### src/rtl/stopwatch_ctrl.sv
// Stopwatch run/pause/clear controller: two debounced active-low keys drive a
// three-state FSM whose registered outputs steer a downstream seconds counter.
module stopwatch_ctrl #(
   parameter int unsigned DEBOUNCE_CYCLES = 1000000,
   parameter bit          STOP_AT_END     = 1'b0
) (
   input  logic       clk,
   input  logic       clr,
   input  logic       key_run,
   input  logic       key_clr,
   input  logic       ending,
   output logic       start,
   output logic       pause,
   output logic       cnt_clr,
   output logic [1:0] state
);

   typedef enum logic [1:0] {
      ST_IDLE  = 2'b00,
      ST_RUN   = 2'b01,
      ST_PAUSE = 2'b10
   } state_t;

   localparam logic [19:0] LP_CNT_LAST = 20'(DEBOUNCE_CYCLES - 1);

   // bit 0 = run key, bit 1 = clear key
   logic [1:0]  w_keys;
   logic [1:0]  r_sync1;
   logic [1:0]  r_sync2;
   logic [1:0]  r_deb;
   logic [1:0]  r_deb_d;
   logic [1:0]  r_press;
   logic [19:0] r_cnt [2];

   state_t r_state;
   logic   r_start;
   logic   r_pause;
   logic   r_cnt_clr;

   logic   w_run_press;
   logic   w_clr_press;
   logic   w_end_stop;

   assign w_keys      = {key_clr, key_run};
   assign w_run_press = r_press[0];
   assign w_clr_press = r_press[1];
   assign w_end_stop  = STOP_AT_END && ending;

   // Per-key synchronizer, debounce counter and falling-edge press pulse
   always_ff @(posedge clk) begin
      if (clr) begin
         r_sync1 <= 2'b11;
         r_sync2 <= 2'b11;
         r_deb   <= 2'b11;
         r_deb_d <= 2'b11;
         r_press <= 2'b00;
         for (int k = 0; k < 2; k++) begin
            r_cnt[k] <= 20'd0;
         end
      end else begin
         r_sync1 <= w_keys;
         r_sync2 <= r_sync1;
         r_deb_d <= r_deb;
         r_press <= r_deb_d & ~r_deb;
         for (int k = 0; k < 2; k++) begin
            if (r_sync2[k] == r_deb[k]) begin
               r_cnt[k] <= 20'd0;
            end else if (r_cnt[k] == LP_CNT_LAST) begin
               r_deb[k] <= r_sync2[k];
               r_cnt[k] <= 20'd0;
            end else begin
               r_cnt[k] <= r_cnt[k] + 20'd1;
            end
         end
      end
   end

   // Control FSM; start/pause are decoded from the state being entered so
   // they change on the same edge as the state itself
   always_ff @(posedge clk) begin
      if (clr) begin
         r_state   <= ST_IDLE;
         r_start   <= 1'b0;
         r_pause   <= 1'b0;
         r_cnt_clr <= 1'b0;
      end else begin
         r_cnt_clr <= 1'b0;
         if (w_clr_press) begin
            r_state   <= ST_IDLE;
            r_start   <= 1'b0;
            r_pause   <= 1'b0;
            r_cnt_clr <= 1'b1;
         end else begin
            case (r_state)
               ST_IDLE: begin
                  if (w_run_press) begin
                     r_state <= ST_RUN;
                     r_start <= 1'b1;
                     r_pause <= 1'b0;
                  end
               end
               ST_RUN: begin
                  // ending outranks run_press, and both land in PAUSE anyway
                  if (w_end_stop || w_run_press) begin
                     r_state <= ST_PAUSE;
                     r_start <= 1'b1;
                     r_pause <= 1'b1;
                  end
               end
               ST_PAUSE: begin
                  if (w_run_press) begin
                     r_state <= ST_RUN;
                     r_start <= 1'b1;
                     r_pause <= 1'b0;
                  end
               end
               default: begin
                  r_state <= ST_IDLE;
                  r_start <= 1'b0;
                  r_pause <= 1'b0;
               end
            endcase
         end
      end
   end

   assign state   = r_state;
   assign start   = r_start;
   assign pause   = r_pause;
   assign cnt_clr = r_cnt_clr;

endmodule

### config.mk
export PLATFORM = sky130hd
export DESIGN_NAME = stopwatch_ctrl
export DESIGN_NICKNAME = d
export VERILOG_FILES = /design/src/rtl/stopwatch_ctrl.sv
export SDC_FILE = /design/constraint.sdc
export NUM_CORES = 1
export LEC_CHECK = 0
export CAP_MARGIN = 0
export CORE_UTILIZATION = 41
export CTS_BUF_LIST = sky130_fd_sc_hd__clkbuf_4
export DETAILED_ROUTE_END_ITERATION = 10
export HOLD_SLACK_MARGIN = 0.08
export SETUP_SLACK_MARGIN = 0.05
export SLEW_MARGIN = 20
export SYNTH_ARGS = -nofsm -noshare
export SYNTH_HDL_FRONTEND = slang
export SYNTH_SLANG_ARGS = --single-unit
### constraint.sdc
create_clock -name clk -period 4.8 [get_ports clk]
set_input_delay 1.44 -clock clk [delete_from_list [all_inputs] [get_ports clk]]
set_output_delay 1.44 -clock clk [all_outputs]
set_load 0.01 [all_outputs]
# Word-level counts from Yosys, hierarchy flattened
# Memories as Yosys holds them, arrays and structs flattened.
# Cells that the tools add are included.
# classes
add_sub_neg	2
multipliers	0
div	0
magnitude_cmp	0
eq_ne	8
shift	0
n_mux	37
bitwise_logic	11
n_reduce_logical	8
# ops
operator	n
$mux W20	6
$add A20 B1 Y20 const B	2
$eq A20 B20 Y1 const B	2
$mux W1	27
$or A1 B1 Y1	6
$reduce_and A2 Y1	3
$reduce_or A3 Y1	2
$mux W2	2
$pmux W2 S2	1
$reduce_or A2 Y1	2
$not A1 Y1	3
$and A2 B2 Y2	1
$eq A1 B1 Y1	2
$eq A2 B1 Y1 const B	1
$eq A2 B2 Y1 const B	1
$logic_not A2 Y1	1
$ne A2 B1 Y1 const B	1
$ne A2 B2 Y1 const B	1
$not A2 Y2	1
$pmux W1 S2	1
# word_totals
register_bits	15
latchBits	0
ram_bits	40
rom_bits	0
wordCells	77
memories	1
# memory_table
memory	words	width	rd	rd_ports_with_merged_regs	wr	line_no	text
r_cnt	2	20	2	0	2	33	logic [19:0] r_cnt [2];

# Logic depth before layout (Yosys ltp)
# An unclocked memory read counts as a cell.
# logic_depth
depth_word	8
depth_mapped	6
depth_no_buf	5

# Worst setup path after synthesis
# Ideal clock, no wire load.
# synth_path
path_type	input-to-reg
start	input port clr
end	memory r_cnt[1][10], data pin
setup_time_ns	0.266
arrival_ns	1.950
path_slack_ns	2.584
stages	4
path_buffers	1
path_cell_list	inv_1 > o211ai_1 > clkbuf_1 > nor2_1
# synth_rtl
element	line_no	text
from (decl)	8	input logic clr,
to (decl)	33	

==> impl_results.md <==
* Area of the multi-input gates at 1271 µm²
* Final Net Count at 311
* # port buffers at 8
* Slowest stage delay, CP at 570 ps
* Status: finished, final reports clean
* Required @ worst endpoint at about 3400 ps
* Vias/cell at 5.071
* Post-synthesis sequential area ratio at 54.84%
* Worst skew pair latency at 370 ps
* Die X at 83.17 µm
* TritonCTS Buffers at 5
* Yosys reg bits at 54
* Cell count along the critical path at 1
* Compound-Gate Fraction of Synth Area at 7.087%
* Largest net degree at the start of global routing at 21
* Routability cong. at approximately 0.70
* DP Area at 2974 µm²
* Critical path launch point type: flip-flop
* Worst rel slew slack at a little over two fifths
* Max cap viols at 0
* CTS Root Cell: clkbuf_4
* Grt ovf at 0
* DRT iter0 DRCs at between 100 and 150
* Synth Warn # at 0
* Post-Synth Adder-Cell Area at 0.9264%
* Power density over the cells at 257.7 nW/µm²
* Hold Buf Count CTS at 0
* Largest family of logic cells by synthesized area: simple AND/OR/NAND/NOR gates
* RSZ-0062 raised after global routing: false
* Skew final at approximately 11 ps
* Htree depth at 2
* Die Y at roughly 83 µm
* Initial antenna violation count at 0
* Wire length of the first global-routing pass at 8121 µm
* Initial Utilization at a little over two fifths
* Register Area at 1481 µm²
* Minimum clock period after layout at about 2800 ps
* CP endpoint kind: output port
* IO Count at 10
* Area Growth Syn to Fin at 12.41%
* Hold Crit Depth at 1
* Clock Sinks at 54
* Period utilization at 59.23%
* GR Util All Layers at 14.51%
* Buffer count from post-CTS setup fixing at 0
* Number of cell rows at 29
* XOR/XNOR Fraction of Synth Area at about 8.4%
* Worst hold-check path type: flip-flop to flip-flop
* Critical path arrival at 1400 ps
* First-pass iteration count of the detailed router at 4
* Antenna diodes at 0
* Clk buf depth at 2
* Peak VDD IR at about 0.21 mV
* Post-layout instance area at 3037 µm²
* Reg2reg path depth at 4
* Fmax at 351.8 MHz
* CTS tree: built
* CTS resizes at 0
* DRC violations left at 0
* WL/cell at 11.96 µm
* Fillers at ~610
* Worst-path clk slew at 160 ps
* CP Class: flip-flop to output port
* Post-synthesis mux area share at less than 1%
* Static leakage power at 1.067 nW
* CP bufs+invs at 1
* Synthesized area at roughly 2700 µm²
* Max-slew violation count at 0
* Vias post-DR at about 1900
* Detailed placer's ending HPWL at 3134 µm
* Core ar. at 6350 µm²
* CP max FO at 6
* Share of layout cells above drive strength 1 at 6.557%
* Post-Route Setup TNS at 0 ps
* Avg Cell Area, Syn at approximately 10 µm²
* Worst-Margin Slew at 854.4 ps
* Total wire length at around 4600 µm
* Simple-gate portion of the synthesized area at 24.69%
* CP cell instances: clkdlybuf4s50_1
* Mapped Cells at between 200 and 300
* Die area at 6917 µm²
* Number of global-route vias before repair at ~1800
* Synth unique cells at 40
* Final ANT Viol Nets at 0
* Crit path max-delay family: buffers and inverters
* Final hold vios at 0
* Final setup vio count at 0
* Crit path max-delay cell type: clkdlybuf4s50_1
## cells by family (layout without fill, tap and decap cells)
| family | Yosys count | in the layout |
|---|---|---|
| AO/OA/AOI/OAI | 31 | 31 |
| XOR/XNOR | 26 | 26 |
| adder cells (fa/ha/maj) | 2 | 2 |
| buffers and inverters | 21 | 27 |
| flip-flops | 54 | 54 |
| multiplexers | 1 | 1 |
| other | 1 | 40 |
| AND/OR/NAND/NOR | 124 | 124 |
## synth_stat cells (all sizes together)
library cell / count / area share (%)
or4: 5 / 1.5
o21ba: 1 / 0.37
xor2: 16 / 5.2
and4b: 1 / 0.37
a41oi: 1 / 0.32
nand3: 15 / 2.8
ha: 2 / 0.93
or3: 8 / 1.9
clkbuf: 8 / 1.2
nor4: 4 / 0.93
mux2i: 1 / 0.37
nand4: 14 / 3.5
a31o: 1 / 0.32
nor4b: 1 / 0.32
or4b: 2 / 0.74
and4: 4 / 1.3
edfxtp: 40 / 44
and2: 3 / 0.69
a21oi: 12 / 2.2
xnor2: 10 / 3.2
o21ai: 9 / 1.7
nor2b: 1 / 0.23
dfxtp: 14 / 10
conb: 1 / 0.14
buf: 3 / 0.97
inv: 10 / 1.4
nor3: 6 / 1.1
a2111oi: 1 / 0.32
nor2: 36 / 5.0
o31ai: 3 / 0.83
o211ai: 3 / 1.0
or3b: 1 / 0.32
or2: 6 / 1.4
nand2: 14 / 1.9
and3: 3 / 0.69
## state kept, by name, summed over array words and instances, names as in the netlist
register  cells
r_deb         2
r_sync2       2
cnt_clr       1
r_cnt        40
r_sync1       2
start         1
state         2
r_press       2
r_deb_d       2
## cell usage in the layout (no fill, tap or decap), types with 2 or more instances in the layout
master,count
o211ai_1,2
and4_1,4
clkbuf_4,6
nor4_1,4
conb_1,40
inv_1,10
xor2_1,16
o21ai_0,9
nor3_1,6
or4b_1,2
a21oi_1,12
and3_1,3
nand2_1,14
edfxtp_1,40
o31ai_1,3
nand3_1,15
or4_1,4
nor2_1,36
and2_1,3
ha_1,2
clkdlybuf4s50_1,8
dfxtp_1,14
nand4_1,13
xnor2_1,10
or3_1,8
or2_2,6
## power by group
group	switching [W]	total [W]	internal, W
registers	0.0000175	0.000534	0.000517
logic	0.0000199	0.0000344	0.0000145
clock network	0.000148	0.000214	0.0000665
total	0.000185	0.000783	0.000598
## layout make-up
type	instances	share of cell area (%)
tap	77	3.173
inverter	10	1.236
clock buffer	6	1.483
clock inverter	2	0.5768
multi-input combinational	224	41.86
timing repair buffer	9	2.884
sequential	54	48.78
## per-stage QoR
stage                     cells  hold WS [ps]  power [W]  utilization [%]  worst slack [ps]
final                       382         429.4  0.0007827            47.82              1957
after global routing        382         454.4  0.0008176            47.82              1817
after CTS                   382         430.6  0.0007934            47.82              1950
after detailed placement    374         393.2  0.0005783            46.84              1652
after global placement      374         391.4  0.0005770            46.84              1675
after floorplan             299         389.5  0.0005676                -              2584
## path summary, 6_finish.rpt
| kind | from | endpoint | slack (ps) |
|---|---|---|---|
| setup reg to reg | r_cnt[0][12] | r_cnt[0][11] | 1980 |
| setup / recovery | state[1] | pause | 1960 |
| hold / removal | r_sync1[0] | r_sync2[0] | 430 |
| hold reg to reg | r_sync1[0] | r_sync2[0] | 430 |
## per-layer routing
| metal | GRT usage, % | share of wire, % | up-vias |
|---|---|---|---|
| li1 | - | - | 992 |
| met1 | 20.62 | 53 | 915 |
| met2 | 21.98 | 43 | 26 |
| met3 | 3.280 | 2.6 | 4 |
| met4 | 4.702 | 1.1 | 0 |
| met5 | 0 | 0 | - |
Note: power is estimated with default switching activity, not from simulation.
